==> src/rtl/sweep_seq_ctrl_if.sv <==
// Tuning-interface bundle between the control logic and the sweep sequencer.
// The master side supplies the sweep configuration and commands. The slave
// side (the sequencer) returns the tuning word, the load strobe and the status.
interface sweep_seq_ctrl_if #(
    parameter int FW = 18,
    parameter int DW = 16
);
    logic          start;
    logic          abort;
    logic          repeat_en;
    logic [FW-1:0] f_start;
    logic [FW-1:0] f_stop;
    logic [FW-1:0] f_step;
    logic [DW-1:0] dwell;
    logic [FW-1:0] freq;
    logic          add;
    logic          busy;
    logic          done;

    modport master (
        output start, abort, repeat_en, f_start, f_stop, f_step, dwell,
        input  freq, add, busy, done
    );

    modport slave (
        input  start, abort, repeat_en, f_start, f_stop, f_step, dwell,
        output freq, add, busy, done
    );
endinterface

==> src/rtl/sweep_seq_ctrl.sv <==
// Frequency-sweep sequencer for the sine generator's tuning port.
// An accepted start latches a shadow copy of the configuration. The sequencer
// then emits f_start and steps toward f_stop, clamping at f_stop. Each word is
// held for max(dwell,1) clocks. Every new word is qualified by a one-cycle add
// strobe. All outputs come straight from registers.
module sweep_seq_ctrl #(
    parameter int FW = 18,
    parameter int DW = 16
) (
    input  logic                 clk,
    input  logic                 rst,
    sweep_seq_ctrl_if.slave      bus
);
    typedef enum logic [1:0] {
        S_IDLE  = 2'd0,
        S_LOAD  = 2'd1,
        S_DWELL = 2'd2,
        S_STEP  = 2'd3
    } state_t;

    localparam logic [DW-1:0] DW_ZERO = {DW{1'b0}};
    localparam logic [DW-1:0] DW_ONE  = {{(DW-1){1'b0}}, 1'b1};
    localparam logic [FW-1:0] FW_ZERO = {FW{1'b0}};

    state_t        r_state;
    logic [FW-1:0] r_f_start;
    logic [FW-1:0] r_f_stop;
    logic [FW-1:0] r_f_step;
    logic [DW-1:0] r_dwell_m1;
    logic          r_repeat;
    logic          r_dir_up;
    logic [DW-1:0] r_cnt;
    logic [FW-1:0] r_freq;
    logic          r_add;
    logic          r_busy;
    logic          r_done;

    logic [DW-1:0] w_dwell_m1_in;
    logic [FW-1:0] w_next_freq;

    // Next tuning word, saturated at the stop word in either direction.
    // A zero step also lands directly on the stop word.
    function automatic logic [FW-1:0] f_next_freq(
        input logic [FW-1:0] cur,
        input logic [FW-1:0] step,
        input logic [FW-1:0] stop,
        input logic          up
    );
        logic [FW:0] nxt;
        if (up) begin
            nxt = {1'b0, cur} + {1'b0, step};
            if ((step == FW_ZERO) || nxt[FW] || (nxt[FW-1:0] > stop)) begin
                return stop;
            end else begin
                return nxt[FW-1:0];
            end
        end else begin
            nxt = {1'b0, cur} - {1'b0, step};
            if ((step == FW_ZERO) || nxt[FW] || (nxt[FW-1:0] < stop)) begin
                return stop;
            end else begin
                return nxt[FW-1:0];
            end
        end
    endfunction

    // Dwell reload value from the live input: a dwell of 0 behaves like 1.
    always_comb begin
        w_dwell_m1_in = DW_ZERO;
        if (bus.dwell == DW_ZERO) begin
            w_dwell_m1_in = DW_ZERO;
        end else begin
            w_dwell_m1_in = bus.dwell - DW_ONE;
        end
    end

    // Candidate next word from the current word and the shadow configuration.
    always_comb begin
        w_next_freq = f_next_freq(r_freq, r_f_step, r_f_stop, r_dir_up);
    end

    // Sweep FSM: sequences states and produces every registered output.
    always_ff @(posedge clk or posedge rst) begin
        if (rst) begin
            r_state    <= S_IDLE;
            r_f_start  <= FW_ZERO;
            r_f_stop   <= FW_ZERO;
            r_f_step   <= FW_ZERO;
            r_dwell_m1 <= DW_ZERO;
            r_repeat   <= 1'b0;
            r_dir_up   <= 1'b0;
            r_cnt      <= DW_ZERO;
            r_freq     <= FW_ZERO;
            r_add      <= 1'b0;
            r_busy     <= 1'b0;
            r_done     <= 1'b0;
        end else begin
            case (r_state)
                S_IDLE: begin
                    r_add  <= 1'b0;
                    r_done <= 1'b0;
                    r_busy <= 1'b0;
                    if (bus.start && !bus.abort) begin
                        r_f_start  <= bus.f_start;
                        r_f_stop   <= bus.f_stop;
                        r_f_step   <= bus.f_step;
                        r_dwell_m1 <= w_dwell_m1_in;
                        r_repeat   <= bus.repeat_en;
                        r_dir_up   <= (bus.f_stop >= bus.f_start);
                        r_cnt      <= w_dwell_m1_in;
                        r_freq     <= bus.f_start;
                        r_add      <= 1'b1;
                        r_busy     <= 1'b1;
                        r_state    <= S_LOAD;
                    end else begin
                        r_state    <= S_IDLE;
                    end
                end
                // LOAD and STEP are the strobe cycles; they count dwell like DWELL.
                S_LOAD, S_DWELL, S_STEP: begin
                    if (bus.abort) begin
                        r_add   <= 1'b0;
                        r_done  <= 1'b0;
                        r_busy  <= 1'b0;
                        r_state <= S_IDLE;
                    end else if (r_cnt != DW_ZERO) begin
                        r_cnt   <= r_cnt - DW_ONE;
                        r_add   <= 1'b0;
                        r_done  <= 1'b0;
                        r_state <= S_DWELL;
                    end else if (r_freq == r_f_stop) begin
                        r_done <= 1'b1;
                        if (r_repeat) begin
                            r_freq  <= r_f_start;
                            r_add   <= 1'b1;
                            r_cnt   <= r_dwell_m1;
                            r_state <= S_LOAD;
                        end else begin
                            r_add   <= 1'b0;
                            r_busy  <= 1'b0;
                            r_state <= S_IDLE;
                        end
                    end else begin
                        r_freq  <= w_next_freq;
                        r_add   <= 1'b1;
                        r_done  <= 1'b0;
                        r_cnt   <= r_dwell_m1;
                        r_state <= S_STEP;
                    end
                end
                default: begin
                    r_add   <= 1'b0;
                    r_done  <= 1'b0;
                    r_busy  <= 1'b0;
                    r_state <= S_IDLE;
                end
            endcase
        end
    end

    assign bus.freq = r_freq;
    assign bus.add  = r_add;
    assign bus.busy = r_busy;
    assign bus.done = r_done;
endmodule

==> src/flat_wrapper.sv <==
// flat-port wrapper written by rule: the top's interface ports become plain ports
module sweep_seq_ctrl_flat 
#(
    parameter int FW = 18,
    parameter int DW = 16
)
  (clk, rst, bus_start, bus_abort, bus_repeat_en, bus_f_start, bus_f_stop, bus_f_step, bus_dwell, bus_freq, bus_add, bus_busy, bus_done);
  sweep_seq_ctrl_if #(.FW(FW), .DW(DW)) bus_i ();
  input  logic clk;
  input  logic rst;
  input wire logic [$bits(bus_i.start)-1:0] bus_start;
  input wire logic [$bits(bus_i.abort)-1:0] bus_abort;
  input wire logic [$bits(bus_i.repeat_en)-1:0] bus_repeat_en;
  input wire logic [$bits(bus_i.f_start)-1:0] bus_f_start;
  input wire logic [$bits(bus_i.f_stop)-1:0] bus_f_stop;
  input wire logic [$bits(bus_i.f_step)-1:0] bus_f_step;
  input wire logic [$bits(bus_i.dwell)-1:0] bus_dwell;
  output wire logic [$bits(bus_i.freq)-1:0] bus_freq;
  output wire logic [$bits(bus_i.add)-1:0] bus_add;
  output wire logic [$bits(bus_i.busy)-1:0] bus_busy;
  output wire logic [$bits(bus_i.done)-1:0] bus_done;
  assign bus_i.start = bus_start;
  assign bus_i.abort = bus_abort;
  assign bus_i.repeat_en = bus_repeat_en;
  assign bus_i.f_start = bus_f_start;
  assign bus_i.f_stop = bus_f_stop;
  assign bus_i.f_step = bus_f_step;
  assign bus_i.dwell = bus_dwell;
  assign bus_freq = bus_i.freq;
  assign bus_add = bus_i.add;
  assign bus_busy = bus_i.busy;
  assign bus_done = bus_i.done;
  sweep_seq_ctrl #(.FW(FW), .DW(DW)) u_core (.clk(clk), .rst(rst), .bus(bus_i));
endmodule
==> config.mk <==
export PLATFORM = sky130hd
export DESIGN_NAME = sweep_seq_ctrl_flat
export DESIGN_NICKNAME = d
export VERILOG_FILES = /design/src/rtl/sweep_seq_ctrl_if.sv /design/src/rtl/sweep_seq_ctrl.sv /design/src/flat_wrapper.sv
export SDC_FILE = /design/constraint.sdc
export NUM_CORES = 1
export LEC_CHECK = 0
export CAP_MARGIN = 0
export CORE_UTILIZATION = 40
export CTS_BUF_LIST = sky130_fd_sc_hd__clkbuf_4 sky130_fd_sc_hd__clkbuf_8
export CTS_CLUSTER_DIAMETER = 200
export DETAILED_ROUTE_END_ITERATION = 10
export DONT_BUFFER_PORTS = 1
export PLACE_DENSITY = 0.53
export SLEW_MARGIN = 10
export SYNTH_ARGS = -nofsm -noshare
export SYNTH_HDL_FRONTEND = slang
export SYNTH_SLANG_ARGS = --single-unit
==> constraint.sdc <==
create_clock -name clk -period 13.35 [get_ports clk]
set_clock_uncertainty 0.2 [all_clocks]
set_input_delay 3.3375 -clock clk [delete_from_list [all_inputs] [get_ports clk]]
set_output_delay 3.3375 -clock clk [all_outputs]
set_load 0.01 [all_outputs]
== Word level (Yosys, flattened, before mapping) ==
Index checks and enable logic that the tools add are counted.
Word-level totals
  word-level logic and storage cells: 83
  output and inout port bits: 21
  flip-flop bits (word level): 111
  bits of input ports: 75
Cells by class
  reductions and logical operators: 15
  $lt $le $gt $ge: 3
  $add $sub $neg: 4
  eq/ne operators: 12
  muxes and demuxes: 37
Operator list (number)
  18-bit two-way mux: 8
  16-bit two-way mux: 6
  18-bit one-hot mux with 2 select lines: 1
  16-bit one-hot mux with 2 select lines: 1
  16-bit by 1-bit subtractor with 16-bit output, second input constant: 2
  18-bit by 18-bit adder with 19-bit output: 1
  18-bit by 18-bit subtractor with 19-bit output: 1
  18-bit equality test: 1
  18-bit greater-or-equal comparator: 1
  18-bit > comparator: 1
  18-bit logical NOT: 1
  18-bit < comparator: 1
  16-bit logical NOT: 1
  16-bit nonzero test: 1
  1-bit two-way mux: 14
  2-bit two-way mux: 3
  3-bit by 2-bit != test with 1-bit output, second input constant: 2
  3-bit != test, second input constant: 2
  1-bit one-hot mux with 2 select lines: 3
  3-bit AND reduction: 2
  2-bit equality test, second input constant: 2
  1-bit logical OR: 4
  2-bit != test, second input constant: 2
  4-bit by 2-bit != test with 1-bit output, second input constant: 1
  other kinds (9): 9

== Logic depth before layout (Yosys ltp) ==
  depth after elaboration: 9
  mapped depth: 22
  gate-level depth less buffers: 20

== Worst setup path after synthesis ==
Ideal clock, no wire load.
  path type: input port to flip-flop
  start point: in bus_dwell[7]
  end point: reg u_core.r_cnt[15]
  slack: 7.895 ns
  library setup time: 0.137 ns
  stages on the path: 8
  path buffers: 0
  required time: 13.013 ns
  arrival time: 5.118 ns
  cells stage by stage: or4_1 -> or3_1 -> nand2b_1 -> nor3_1 -> mux2i_1 -> nor2_1 -> a21oi_1 -> a21oi_1
Between the ends
  longest elaborated chain between the ends: 4
  elaborated cells on any way between the ends: 5
  those cells by class: add/sub (1); mux (3); reduce/logical (1)
Ends and longest elaborated chain
  from (decl): line flat_wrapper.sv:17  | input wire logic [$bits(bus_i.dwell)-1:0] bus_dwell;
  16-bit by 1-bit subtractor with 16-bit output / 16-bit logical NOT (equally long branches): line sweep_seq_ctrl.sv:73, sweep_seq_ctrl.sv:70
  16-bit two-way mux *: line sweep_seq_ctrl.sv:70  | if (bus.dwell == DW_ZERO) begin
  16-bit two-way mux *: line sweep_seq_ctrl.sv:103  | if (bus.start && !bus.abort) begin
  16-bit one-hot mux with 2 select lines *: line sweep_seq_ctrl.sv:98  | case (r_state)
  to (signal assigned): line sweep_seq_ctrl.sv:110  | r_cnt <= w_dwell_m1_in;
  to (signal assigned): line sweep_seq_ctrl.sv:127  | r_cnt <= r_cnt - DW_ONE;
  to (signal assigned): line sweep_seq_ctrl.sv:136  | r_cnt <= r_dwell_m1;
  to (decl): line sweep_seq_ctrl.sv:32  | logic [DW-1:0] r_cnt;
Mark *: on every way between the ends. The rest lies on a longest branch, timed or not. The select of a mux whose other input is x is not followed.
A chain may end at the register's enable or synchronous reset.

== Final worst setup path ==
  start point: reg u_core.r_freq[7], in the netlist u_core.bus.freq[7]
  end point: reg u_core.r_freq[15], in the netlist u_core.bus.freq[15]
Between the ends
  longest elaborated chain between the ends: 9
  elaborated cells on any way between the ends: 18
  those cells by class: add/sub (2); order compare (2); eq/ne (2); mux (7); reduce/logical (5)
Ends and longest elaborated chain
  from (decl): line sweep_seq_ctrl.sv:33  | logic [FW-1:0] r_freq;
  from (signal assigned): line sweep_seq_ctrl.sv:111  | r_freq <= bus.f_start;
  from (signal assigned): line sweep_seq_ctrl.sv:134  | r_freq <= r_f_start;
  from (signal assigned): line sweep_seq_ctrl.sv:144  | r_freq <= w_next_freq;
  18-bit by 18-bit subtractor with 19-bit output / 18-bit by 18-bit adder with 19-bit output (equally long branches): line sweep_seq_ctrl.sv:58, sweep_seq_ctrl.sv:51
  18-bit < comparator (tied with other cells): line sweep_seq_ctrl.sv:59  | if ((step == FW_ZERO) || nxt[FW] || (nxt[FW-1:0] < stop)) begin
  1-bit logical OR, on equally long branches: line sweep_seq_ctrl.sv:59, sweep_seq_ctrl.sv:52
  18-bit two-way mux, on equally long branches: line sweep_seq_ctrl.sv:59, sweep_seq_ctrl.sv:52
  18-bit two-way mux: line sweep_seq_ctrl.sv:50  | if (up) begin
  18-bit two-way mux: line sweep_seq_ctrl.sv:131  | end else if (r_freq == r_f_stop) begin
  18-bit two-way mux: line sweep_seq_ctrl.sv:126  | end else if (r_cnt != DW_ZERO) begin
  18-bit two-way mux: line sweep_seq_ctrl.sv:121  | if (bus.abort) begin
  18-bit one-hot mux with 2 select lines: line sweep_seq_ctrl.sv:98
Parallel ways exist; a longest one is shown, timed or not. The select of a mux whose other input is x is not followed.

==> flow_summary.toml <==
[run_status]
status = "completed"

[place]
dpl.cell_count = 1347
numPortBuffers = 0
gp_congestion = 0.950
hpwl_mm = 20.7

[global_route]
grt_max_degree = 86
grt_pass1_wl_mm = 43.9
overflow = 0
grtUsageTotal_pct = 24.3
antenna_found_initial = 0
grt_pass1_vias = 7657

[clocking]
cts_buffer_depth = 2
cts_hold_buf = 0
post_cts_buffers = 0
cts_made_buffers = 9
clock_sinks = 110
path_clk_slew_ns = 0.12
cts-resized-gates = 0
cts-root-buf = "clkbuf_8"
cts_tree = "done"
cts-htree-levels = 3
clk_latency_ns = 0.41

[timing]
rsz0062_at_grt = "no"
fmax_mhz = 175
tightest_slew_ns = 1.01
slew_headroom_pct = 32.5
maxSlewViolCount = 0
period_share_pct = 42.8
period_needed_ns = 5.72
finalSetupTns_ns = 0
hold_violations = 0
finalSetupViolCount = 0

[final_layout]
num_antenna_cells = 0
area_delta_synth_final_pct = 4.08
layout.cells.non_filler = 1363
fillers = 2280
layout-drive-gt1-share_pct = 5.72
final_core_util_pct = 42.9
nets = 1247

[drt]
wl_mm = 27.7
drc = 0
vias = 7732
ant_nets = 0
drt-vias-per-instance = 5.67
wl_per_cell_um = 20.3
first_iter_violations = 602
drt_pass1_iterations = 5

[synthesis]
synth_seq_cells = 110
synth_nets = 1280
syn_inst = 1111
synthDominantCellAreaShare_pct = 30.2
ys_top_cells_by_area = "dfrtp_1 (30%), ha_1 (13%), nand2_1 (5.8%)"
synth_commonest_cells = "nand2_1 (141), dfrtp_1 (110), o21ai_0 (95)"
synth_top_area_cell = "dfrtp_1"
ys_seq_area_share_pct = 30.2
synth_async_sr_flop_share_pct = 100
synth_edf_count = 0
avgSynthCellArea_um2 = 8.21
yosysWarnings = 0
ys.flop_type = "dfrtp_1"
syn_area_um2 = 9120
ys_types = 80
yosysMostFrequentCell = "nand2_1"

[critical_path]
path_cells = "ha_1, nor4_1, o2111ai_1, a21oi_1, nor3_1, nor4_1, o22ai_1, xnor2_1, inv_1, ha_1, nand4_1, o31ai_1, nand4_4, and3_1, a311oi_1, a21o_1"
crit_arrival_ns = 5.87
path_max_fanout = 32
critPathMaxStageDelay_ns = 0.62
cp-start-kind = "register"
required_ns = 13.50
crit_type = "reg2reg"
crit_slowest_cell = "nor4_1"
cp-end-kind = "register"

[die]
dieArea_um2 = 23400
pin_count = 96
die_y_um = 153
initial_core_util_pct = 41.3
fp-row-count = 54
die_w_um = 153
coreArea_um2 = 22100

[min_path]
hp-class = "reg2reg"

[power]
pwr_density_cell_nw_per_um2 = 185
p_leak_nw = 4.14
peakVddDrop_mv = 0.0785

[flow_run]
maxCapViolCount = 0
[metal layers]
metal | track usage (%) | vias up | wire (um)
met3 | 4.37 | 23 | 1230
li1 | - | 3869 | -
met5 | 0 | - | 0
met2 | 39.1 | 168 | 12600
met4 | 4.86 | 0 | 372
met1 | 33.9 | 3672 | 13500
[critical path, delay by kind of cell (launching register included)]
family                   cells  cell delay [ns]
AND/OR/NAND/NOR              6             2.19
AO/OA/AOI/OAI                6             1.60
adder cells (fa/ha/maj)      2             0.79
flip-flops                   1             0.51
XOR/XNOR                     1             0.27
buffers and inverters        1             0.08
[cell usage in the layout, fill, tap and decap left out, types with 6 or more instances in the layout]
master / count
ha_1: 92
o21ai_1: 15
o211ai_1: 16
o21ai_0: 95
o31ai_1: 16
mux2i_1: 9
o21a_1: 8
nand2_1: 141
a211o_1: 10
nor3_1: 20
inv_2: 6
nor2b_1: 10
inv_1: 84
or3_1: 6
a211oi_1: 7
nand2b_1: 12
nor4_1: 15
nand4_1: 16
a21oi_1: 72
xor2_1: 36
buf_4: 9
xnor2_1: 35
mux2_2: 11
dfrtp_1: 110
nor2_1: 79
clkbuf_8: 9
a41oi_1: 9
a31oi_1: 7
a21o_1: 15
nand3_1: 24
[where the power goes]
part           internal, W  leakage, nW  switching [W]
Clock            0.0000759        0.101       0.000141
Combinational     0.000412         2.71       0.000637
Sequential        0.000401         1.32      0.0000908
[layout make-up]
cell class	instances	area [um2]	area share, %
flip-flops and latches	110	2750	29.0
repair buffers	9	67.6	0.712
clock inverters	6	67.6	0.712
clock buffers	10	131	1.38
inverters	91	344	3.63
multi-input cells	857	5780	60.9
well taps	280	350	3.69
[logic make-up (layout without fill, tap and decap cells)]
kind of cell               Yosys count  in the layout  share of synthesized area, %
DFF                                110            110                          30.2
and+or+nand+nor                    351            351                          18.1
AOI/OAI and AO/OA                  320            320                          22.8
buffers and inverters              144            116                          6.57
muxes                               21             21                          2.47
adders and majority gates           94             94                          13.1
xor gates and xnor gates            71             71                          6.82
[path summary, 6_finish.rpt]
path,endpoint,slack [ns],from,cells after the start
worst max-delay path,u_core.bus.freq[15],7.63,u_core.bus.freq[7],16
worst min-delay path,u_core.r_dwell_m1[0],0.29,u_core.r_dwell_m1[0],2
worst max register to register,u_core.bus.freq[15],7.63,u_core.bus.freq[7],16
worst min register to register,u_core.r_dwell_m1[0],0.29,u_core.r_dwell_m1[0],2
max in group asynchronous,u_core.bus.freq[17],8.95,rst,2
min in group asynchronous,u_core.r_f_step[0],2.60,rst,1
[through the flow]
step	power, W	hold WS (ns)	setup slack [ns]	area [um2]
3_5_place_dp	0.00153	0.265	7.63	9290
6_report	0.00176	0.293	7.63	9490
5_1_grt	0.00191	0.305	7.18	9490
2_1_floorplan	0.00129	0.240	6.91	9120
3_3_place_gp	0.00153	0.257	7.59	9290
4_1_cts	0.00176	0.296	7.65	9490
[sequential cells by signal (all words and copies together), names as in the netlist, 2 cells and up]
register,count
u_core.bus.freq,18
u_core.r_f_start,18
u_core.r_f_step,18
u_core.r_f_stop,18
u_core.r_cnt,16
u_core.r_dwell_m1,16
u_core.r_state,2
Note: power is estimated with default switching activity, not from simulation.
